`config.mk`:
```
export PLATFORM = sky130hd
export DESIGN_NAME = gray_step_ctrl
export DESIGN_NICKNAME = d
export VERILOG_FILES = /design/src/rtl/gray_step_ctrl_pkg.sv /design/src/rtl/gray_step_ctrl_btn_debounce.sv /design/src/rtl/gray_step_ctrl.sv
export SDC_FILE = /design/constraint.sdc
export NUM_CORES = 1
export LEC_CHECK = 0
export BUFFER_PORTS_ARGS = -buffer_cell sky130_fd_sc_hd__buf_2
export CAP_MARGIN = 10
export CORE_MARGIN = 2
export CORE_UTILIZATION = 40
export DETAILED_ROUTE_END_ITERATION = 16
export GPL_TIMING_DRIVEN = 0
export SYNTH_ARGS = -nofsm -noshare
export SYNTH_HDL_FRONTEND = slang
export SYNTH_SLANG_ARGS = --single-unit
```
`constraint.sdc`:
```
create_clock -name clk -period 2.2 [get_ports clk]
set_input_delay 0.33 -clock clk [delete_from_list [all_inputs] [get_ports clk]]
set_output_delay 0.33 -clock clk [all_outputs]
set_load 0.02 [all_outputs]
```
`src/rtl/gray_step_ctrl_pkg.sv`:
```
// gray_step_ctrl_pkg: shared state encoding and counter width helper
package gray_step_ctrl_pkg;
  typedef enum logic {ST_PAUSE = 1'b0, ST_RUN = 1'b1} state_t;
  function automatic int cw(input int v);
    return ($clog2(v) < 1) ? 1 : $clog2(v);
  endfunction
endpackage

```
`src/rtl/gray_step_ctrl_btn_debounce.sv`:
```
// btn_debounce: 2-flop synchronizer, stability debounce and rising-edge press pulse
module btn_debounce
  import gray_step_ctrl_pkg::*;
#(
  parameter int DEB_CYCLES = 1000000
) (
  input  logic clk,
  input  logic rst,
  input  logic btn,
  output logic press
);
  localparam int CW = cw(DEB_CYCLES);
  logic [1:0] sync_q, sync_d;
  logic deb_q, deb_d, deb_d1_q;
  logic [CW-1:0] cnt_q, cnt_d;
  logic diff, done;
  always_comb begin
    sync_d = {sync_q[0], btn};
    diff = sync_q[1] != deb_q;
    done = diff && (cnt_q == CW'(DEB_CYCLES - 1));
    deb_d = done ? sync_q[1] : deb_q;
    cnt_d = (diff && !done) ? cnt_q + 1'b1 : '0;
  end
  always_ff @(posedge clk) begin
    if (rst) begin
      sync_q <= '0;
      deb_q <= 1'b0;
      deb_d1_q <= 1'b0;
      cnt_q <= '0;
    end else begin
      sync_q <= sync_d;
      deb_q <= deb_d;
      deb_d1_q <= deb_q;
      cnt_q <= cnt_d;
    end
  end
  assign press = deb_q & ~deb_d1_q;
endmodule

```
`src/rtl/gray_step_ctrl.sv`:
```
// gray_step_ctrl: run/pause FSM with divided free-run and single-step clk_en
module gray_step_ctrl
  import gray_step_ctrl_pkg::*;
#(
  parameter int DIV        = 100000000,
  parameter int DEB_CYCLES = 1000000
) (
  input  logic clk,
  input  logic rst,
  input  logic btn_run,
  input  logic btn_step,
  output logic clk_en,
  output logic running
);
  localparam int DW = cw(DIV);
  state_t state_q, state_d;
  logic [DW-1:0] cnt_q, cnt_d;
  logic clk_en_q, clk_en_d, running_q, running_d;
  logic run_press, step_press, wrap;
  btn_debounce #(.DEB_CYCLES(DEB_CYCLES)) u_run (
    .clk(clk), .rst(rst), .btn(btn_run), .press(run_press)
  );
  btn_debounce #(.DEB_CYCLES(DEB_CYCLES)) u_step (
    .clk(clk), .rst(rst), .btn(btn_step), .press(step_press)
  );
  // run_press wins over everything: toggles state, clears divider, suppresses any pulse
  always_comb begin
    wrap = cnt_q == DW'(DIV - 1);
    state_d = run_press ? ((state_q == ST_RUN) ? ST_PAUSE : ST_RUN) : state_q;
    cnt_d = (state_q == ST_RUN && !run_press && !wrap) ? cnt_q + 1'b1 : '0;
    clk_en_d = run_press ? 1'b0 : (state_q == ST_RUN) ? wrap : step_press;
    running_d = state_d == ST_RUN;
  end
  always_ff @(posedge clk) begin
    if (rst) begin
      state_q <= ST_PAUSE;
      cnt_q <= '0;
      clk_en_q <= 1'b0;
      running_q <= 1'b0;
    end else begin
      state_q <= state_d;
      cnt_q <= cnt_d;
      clk_en_q <= clk_en_d;
      running_q <= running_d;
    end
  end
  assign clk_en = clk_en_q;
  assign running = running_q;
endmodule

```
==> reports/results.tsv, run 1 <==
metric	value	unit
FFs w/ async S/R, synth	0	%
Setup CP Type	reg2reg	
final setup fails	0	
critical path, cell by cell	nor4b_2 -> nand4_1 -> or4_1 -> buf_6 -> o21ai_4 -> buf_6 -> nor2_1	
IO buf count	5	
Multi-input gate area	1730	sq um
DRC viols	0	
Post-Synth Adder-Cell Area	1.13	%
Sw Share	21.4	%
Non-Filler Instances	497	
initial antenna violation count	0	
synthesized flop and latch total	77	
# rows	33	
Crit path max-delay family	simple AND/OR/NAND/NOR gates	
Final Wtd Congestion	0.796	
multiplexer share of the synthesized area	0.601	%
antenna violation net count after detailed routing	0	
number of global-route vias before repair	2347	
EDFF count, synth	0	
first-pass GRT wire length	10400	microns
register area	1540	sq um
Cells after DPL	482	
Crit path top cell by count	buf_6	
vias	2506	
Cells after Synth	372	
period utilisation layout	90.0	%
H-tree depth	3	
post-synthesis xor/xnor area fraction	14.5	%
register share of total power	57.3	%
post-layout min period	1980	ps
PD cells	664	nW/um^2
drt wl/cell	11.7	microns
clock skew	6.77	ps
Commonest cells post-synth	dfxtp_1, nor2_1, xor2_1	
area delta synth->final	10.4	%
Cell Int Power	1.92	mW
final instance area	3680	sq um
main combinational cell family by area after synthesis	simple AND/OR/NAND/NOR gates	
area of the core	8130	sq um
worst endpoint required time	2440	ps
CP arrival	2220	ps
CTS tree	done	
P_leak	1.22	nW
Critical path buffers and inverters	2	
Filler cells	795	
largest net degree at the start of global routing	14	
Switch Pwr	0.522	mW
# IOs	6	
DIE WIDTH	95.3	microns
Final Util	45.2	%
Reg clk slew, reported paths	80	ps
gr usage total	14.4	%
first drt pass iteration count	4	
Rel. slew slack	51.2	%
post-detailed-routing wire length	5830	microns
Setup TNS	0	ps
slowest stage delay, CP	420	ps
CP max FO	10	
startpoint type of the worst setup path	flip-flop	
status	finished clean	
clk sink count	77	
Synth Area in Compound Gates	3.34	%
Iter 0 DRT Violations	63	
Yosys top cell area share	46.3	%
CP max stage cell	or4_1	
via/cell ratio	5.04	
synth warn	0	
ys flop type	dfxtp_1	
Post-Synthesis Cell Area	3330	sq um
most frequent cell after synthesis	dfxtp_1	
RSZ-0062 raised after global routing	no	
GR Overflow Total	0	
Max Fclk	505	MHz
cell taking the most area after synthesis	dfxtp_1	
# Max-Cap Violations	0	
dpl hpwl	4080	microns
CTS max path bufs	2	
final net count	395	
Netlist cell types	37	
layout cells sized above 1	7.91	%
Synth Area in Simple Gates	32.3	%
post-placement cell area	3490	sq um
post-synthesis sequential area ratio	46.3	%
n_diodes	0	
clock latency on the worst-skew pair	340	ps
die height	95.3	microns
final hold viol count	0	
Slew @ Worst Pin	726	ps
Mapped Nets	379	
Mapped Avg Cell Area	8.96	sq um
Peak VDD IR	0.000405	V
full die area	9080	sq um
CTS buffer count	9	
Worst Hold Class	in2reg	
hold slack final	211	ps
CP Capture Type	flip-flop	
clock share of power	41.9	%
power share of the combinational group	0.8	%
initial core utilization	41.0	%
Clock Tree Root	clkbuf_8	
top post-synthesis cells by area	dfxtp_1, xor2_1, nor2_1	
Final Max Slew Viols	0	
-- metal layers --
layer | vias up | track usage (%) | share of wire (%)
met5 | - | 0 | 0
met4 | 0 | 4.71 | 1.4
met3 | 9 | 5.30 | 3.5
met2 | 27 | 23.0 | 45
met1 | 1150 | 18.0 | 50
li1 | 1320 | - | -
-- cell families (layout without fill, tap and decap cells) --
group           Yosys count  after routing
simple gates            209            209
flops                    77             77
xor+xnor                 55             55
compound gates           15             15
buf+inv                  11             31
fa+ha+maj                 3              3
mux                       2              2
-- repair_timing --
item | in CTS | in global routing
resized for setup | 0 | 1
setup buffers | 0 | 0
setup endpoints to repair | 0 | 8
hold buffers | 0 | 0
-- power by group through the flow --
| stage | sequential [mW] | combinational, mW | clock, mW |
|---|---|---|---|
| 2_1_floorplan | 1.43 | 0.0121 | 0 |
| 3_3_place_gp | 1.43 | 0.0195 | 0 |
| 4_1_cts | 1.40 | 0.0196 | 1.06 |
| 5_1_grt | 1.40 | 0.0216 | 1.11 |
| 3_5_place_dp | 1.43 | 0.0195 | 0 |
| 6_report | 1.40 | 0.0187 | 1.02 |
-- layout by cell type, fill, tap and decap left out, types with 2 or more instances in the layout --
master     n
dfxtp_1   77
buf_6      3
nand3_1   33
nor2b_1    8
o41ai_1    2
mux2i_1    2
and4_2     2
and4_1     8
clkinv_2   2
a32oi_1    2
nor3_1     4
o21ai_0    3
clkbuf_8   9
clkinv_4   2
and2_1     2
o31ai_1    2
clkbuf_1   5
nor4_1     7
or4_1      4
nand4_1   17
nand2b_1   2
and3_1    12
inv_1      2
xnor2_1   17
or3_1      5
nor2_1    70
nand2_2    2
ha_1       3
nand2_1   28
xor2_1    38
a21oi_1    3
buf_2      6
-- registers in the layout, summed over array words and instances, names as in the netlist, 2 cells and up --
name,flops
u_step.cnt_q,20
u_step.sync_q,2
u_run.sync_q,2
u_run.cnt_q,20
cnt_q,27
-- cell type report --
type / count / area share (%)
buffer: 9 / 1.56
clock buffer: 9 / 3.37
clock inverter: 6 / 1.77
inverter: 2 / 0.204
multi-input combinational: 284 / 47.0
sequential: 77 / 41.9
tap: 105 / 3.57
timing repair buffer: 5 / 0.680
-- per-stage QoR --
stage | worst slack, ps | power, mW
6_report | 221 | 2.44
5_1_grt | 65.8 | 2.53
2_1_floorplan | 449 | 1.44
4_1_cts | 164 | 2.48
3_3_place_gp | 149 | 1.45
3_5_place_dp | 196 | 1.45
-- worst reg2reg max path, cell delays in order (launching register included) --
cell     delay, ps
dfxtp_1        400
nor4b_2        290
nand4_1        120
or4_1          420
buf_6          160
o21ai_4        260
buf_6          190
nor2_1          50
-- path summary, 6_finish.rpt --
check | from | endpoint | slack (ps) | cells past startpoint
worst min-delay path | btn_run | u_run.sync_q[0] | 210 | 2
worst max-delay path | cnt_q[8] | cnt_q[21] | 220 | 7
worst max register to register | cnt_q[8] | cnt_q[21] | 220 | 7
worst min register to register | u_step.sync_q[0] | u_step.sync_q[1] | 430 | 1
Note: power is estimated with default switching activity, not from simulation.
==> run 2: changes to the inputs <==
ABC_AREA = 1   (was default)
==> run 2 against run 1 <==
Compared with the run above: utilization is 0.39 points higher; cell count is 47% higher; via count is 35% higher; wire length is 32% higher; global-route usage is 1.1 points higher; non-clock buffer count is 4 lower; critical path type unchanged; largest cell class unchanged.
==> reports/results.tsv, run 2 <==
metric	value	unit
most frequent cell after synthesis	nand2_1	
EDFF count, synth	0	
die height	103	microns
Cells after DPL	714	
post-layout min period	1640	ps
reg2reg start	u_step.cnt_q[0]	
Critical path buffers and inverters	1	
Reg clk slew, reported paths	80	ps
antenna violation net count after detailed routing	0	
GR Overflow Total	0	
post-synthesis sequential area ratio	39.7	%
Mapped Avg Cell Area	6.69	sq um
via/cell ratio	4.63	
DRC viols	0	
power share of the combinational group	0.8	%
Netlist cell types	27	
drt wl/cell	10.6	microns
critical path, cell by cell	ha_1 -> nand3_1 -> nor2_1 -> nand3_1 -> nand2_1 -> buf_2 -> nor2_1	
initial core utilization	41.6	%
area delta synth->final	9.57	%
worst reg-to-reg setup slack	560	ps
CP arrival	1870	ps
RSZ-0062 raised after global routing	no	
reg-to-reg critical path endpoint	u_step.cnt_q[12]	
synthesized flop and latch total	77	
startpoint type of the worst setup path	flip-flop	
Non-Filler Instances	730	
Slew @ Worst Pin	309	ps
DIE WIDTH	103	microns
Cells after Synth	581	
final hold viol count	0	
Final Util	45.6	%
Filler cells	972	
# Max-Cap Violations	0	
first drt pass iteration count	4	
CTS max path bufs	2	
first-pass GRT wire length	12900	microns
Switch Pwr	0.544	mW
Critical Path Sink	u_step.cnt_q[12]	
H-tree depth	3	
Setup Fix Bufs, Post-CTS	0	
Multi-input gate area	2090	sq um
Crit path max-delay family	simple AND/OR/NAND/NOR gates	
number of global-route vias before repair	2945	
cell taking the most area after synthesis	dfxtp_1	
hold slack final	202	ps
CTS tree	done	
slowest stage delay, CP	420	ps
area of the core	9330	sq um
Worst Hold Class	in2reg	
vias	3382	
IO buf count	4	
Reg2Reg Depth	7	
# IOs	6	
P_leak	1.27	nW
ys flop type	dfxtp_1	
synth warn	0	
Top Registers	cnt_q x27, u_run.cnt_q x20, u_step.cnt_q x20	
clock skew	11.1	ps
Final Worst Setup Slack	558	ps
n_diodes	0	
Rel. slew slack	79.3	%
gr usage total	15.6	%
clock share of power	42.4	%
CP max FO	10	
Yosys top cell area share	39.7	%
Peak VDD IR	0.000285	V
worst endpoint required time	2430	ps
post-placement cell area	4070	sq um
leading cell type in the layout, fill and taps excluded	nand2_1	
Crit. Startpoint	u_step.cnt_q[0]	
Post-CTS Hold Buffers	0	
Post-Synthesis Cell Area	3880	sq um
largest net degree at the start of global routing	14	
Final Wtd Congestion	0.896	
Iter 0 DRT Violations	88	
CTS buffer count	9	
Mapped Nets	588	
status	finished clean	
pre-CTS WS	541	ps
# rows	35	
dpl hpwl	5840	microns
final setup fails	0	
Cell Int Power	1.92	mW
top post-synthesis cells by area	dfxtp_1, nand2_1, nor2_1	
Commonest cells post-synth	nand2_1, nor2_1, dfxtp_1	
PnR Total Power	2.47	mW
PD cells	579	nW/um^2
Clock Tree Root	clkbuf_8	
clk sink count	77	
Setup TNS	0	ps
layout cells sized above 1	7.65	%
register share of total power	56.7	%
initial antenna violation count	0	
period utilisation layout	74.6	%
Crit. path cell count	7	
CP max stage cell	dfxtp_1	
post_cts resized	0	
FFs w/ async S/R, synth	0	%
clock latency on the worst-skew pair	340	ps
commonest cells after routing, fill and taps aside	nand2_1, nor2_1, dfxtp_1, inv_1, nand3_1	
final net count	603	
final instance area	4260	sq um
Max Fclk	609	MHz
Sw Share	22.1	%
full die area	10500	sq um
Largest register FFs	27	
Setup CP Type	reg2reg	
Final Max Slew Viols	0	
register area	1540	sq um
CP Capture Type	flip-flop	
post-detailed-routing wire length	7710	microns
Top reg by flops	cnt_q	
==> run 2: logic make-up after synthesis <==
logic type      after synthesis  share of synthesized area (%)
xor+xnor                     33                           7.44
buf+inv                      61                           6.57
simple gates                373                           40.5
flops                        77                           39.7
fa+ha+maj                     3                          0.966
compound gates               34                           4.80
==> run 2: area by class of cell <==
type	instances	share of cell area, %
multi-input cells	443	49.1
flip-flops and latches	77	36.2
inverters	55	4.85
well taps	129	3.79
clock buffers	9	2.91
clock inverters	7	1.56
plain buffers	6	1.15
repair buffers	4	0.470
==> run 2: worst min path at each step <==
stage,from,endpoint,slack (ps),cells past startpoint
after floorplan,u_run.sync_q[0],u_run.sync_q[1],390,2
after global placement,u_run.sync_q[0],u_run.sync_q[1],400,2
after detailed placement,u_run.sync_q[0],u_run.sync_q[1],400,2
after CTS,btn_step,u_step.sync_q[0],180,3
after global routing,btn_step,u_step.sync_q[0],190,3
final,btn_step,u_step.sync_q[0],200,3
==> run 2: layer usage <==
layer  vias to the layer above  track usage [%]  part of all wire, %
li1                       1818                -                    -
met1                      1503             21.3                   51
met2                        50             24.1                   44
met3                        11             3.73                  3.5
met4                         0             5.44                  1.7
met5                         -                0                    0
==> run 2: power groups by stage <==
stage	registers, mW	clock network, mW	logic, mW
final	1.40	1.05	0.0209
after global routing	1.40	1.15	0.0243
after CTS	1.40	1.08	0.0218
after detailed placement	1.43	0	0.0217
after global placement	1.43	0	0.0212
after floorplan	1.43	0	0.0153
==> run 2: worst reg2reg max path: cells and delay by family, from the launching register on <==
kind / cells / cell delay (ps)
flip-flops: 1 / 420
buffers and inverters: 1 / 220
AND/OR/NAND/NOR: 5 / 630
adder cells (fa/ha/maj): 1 / 270
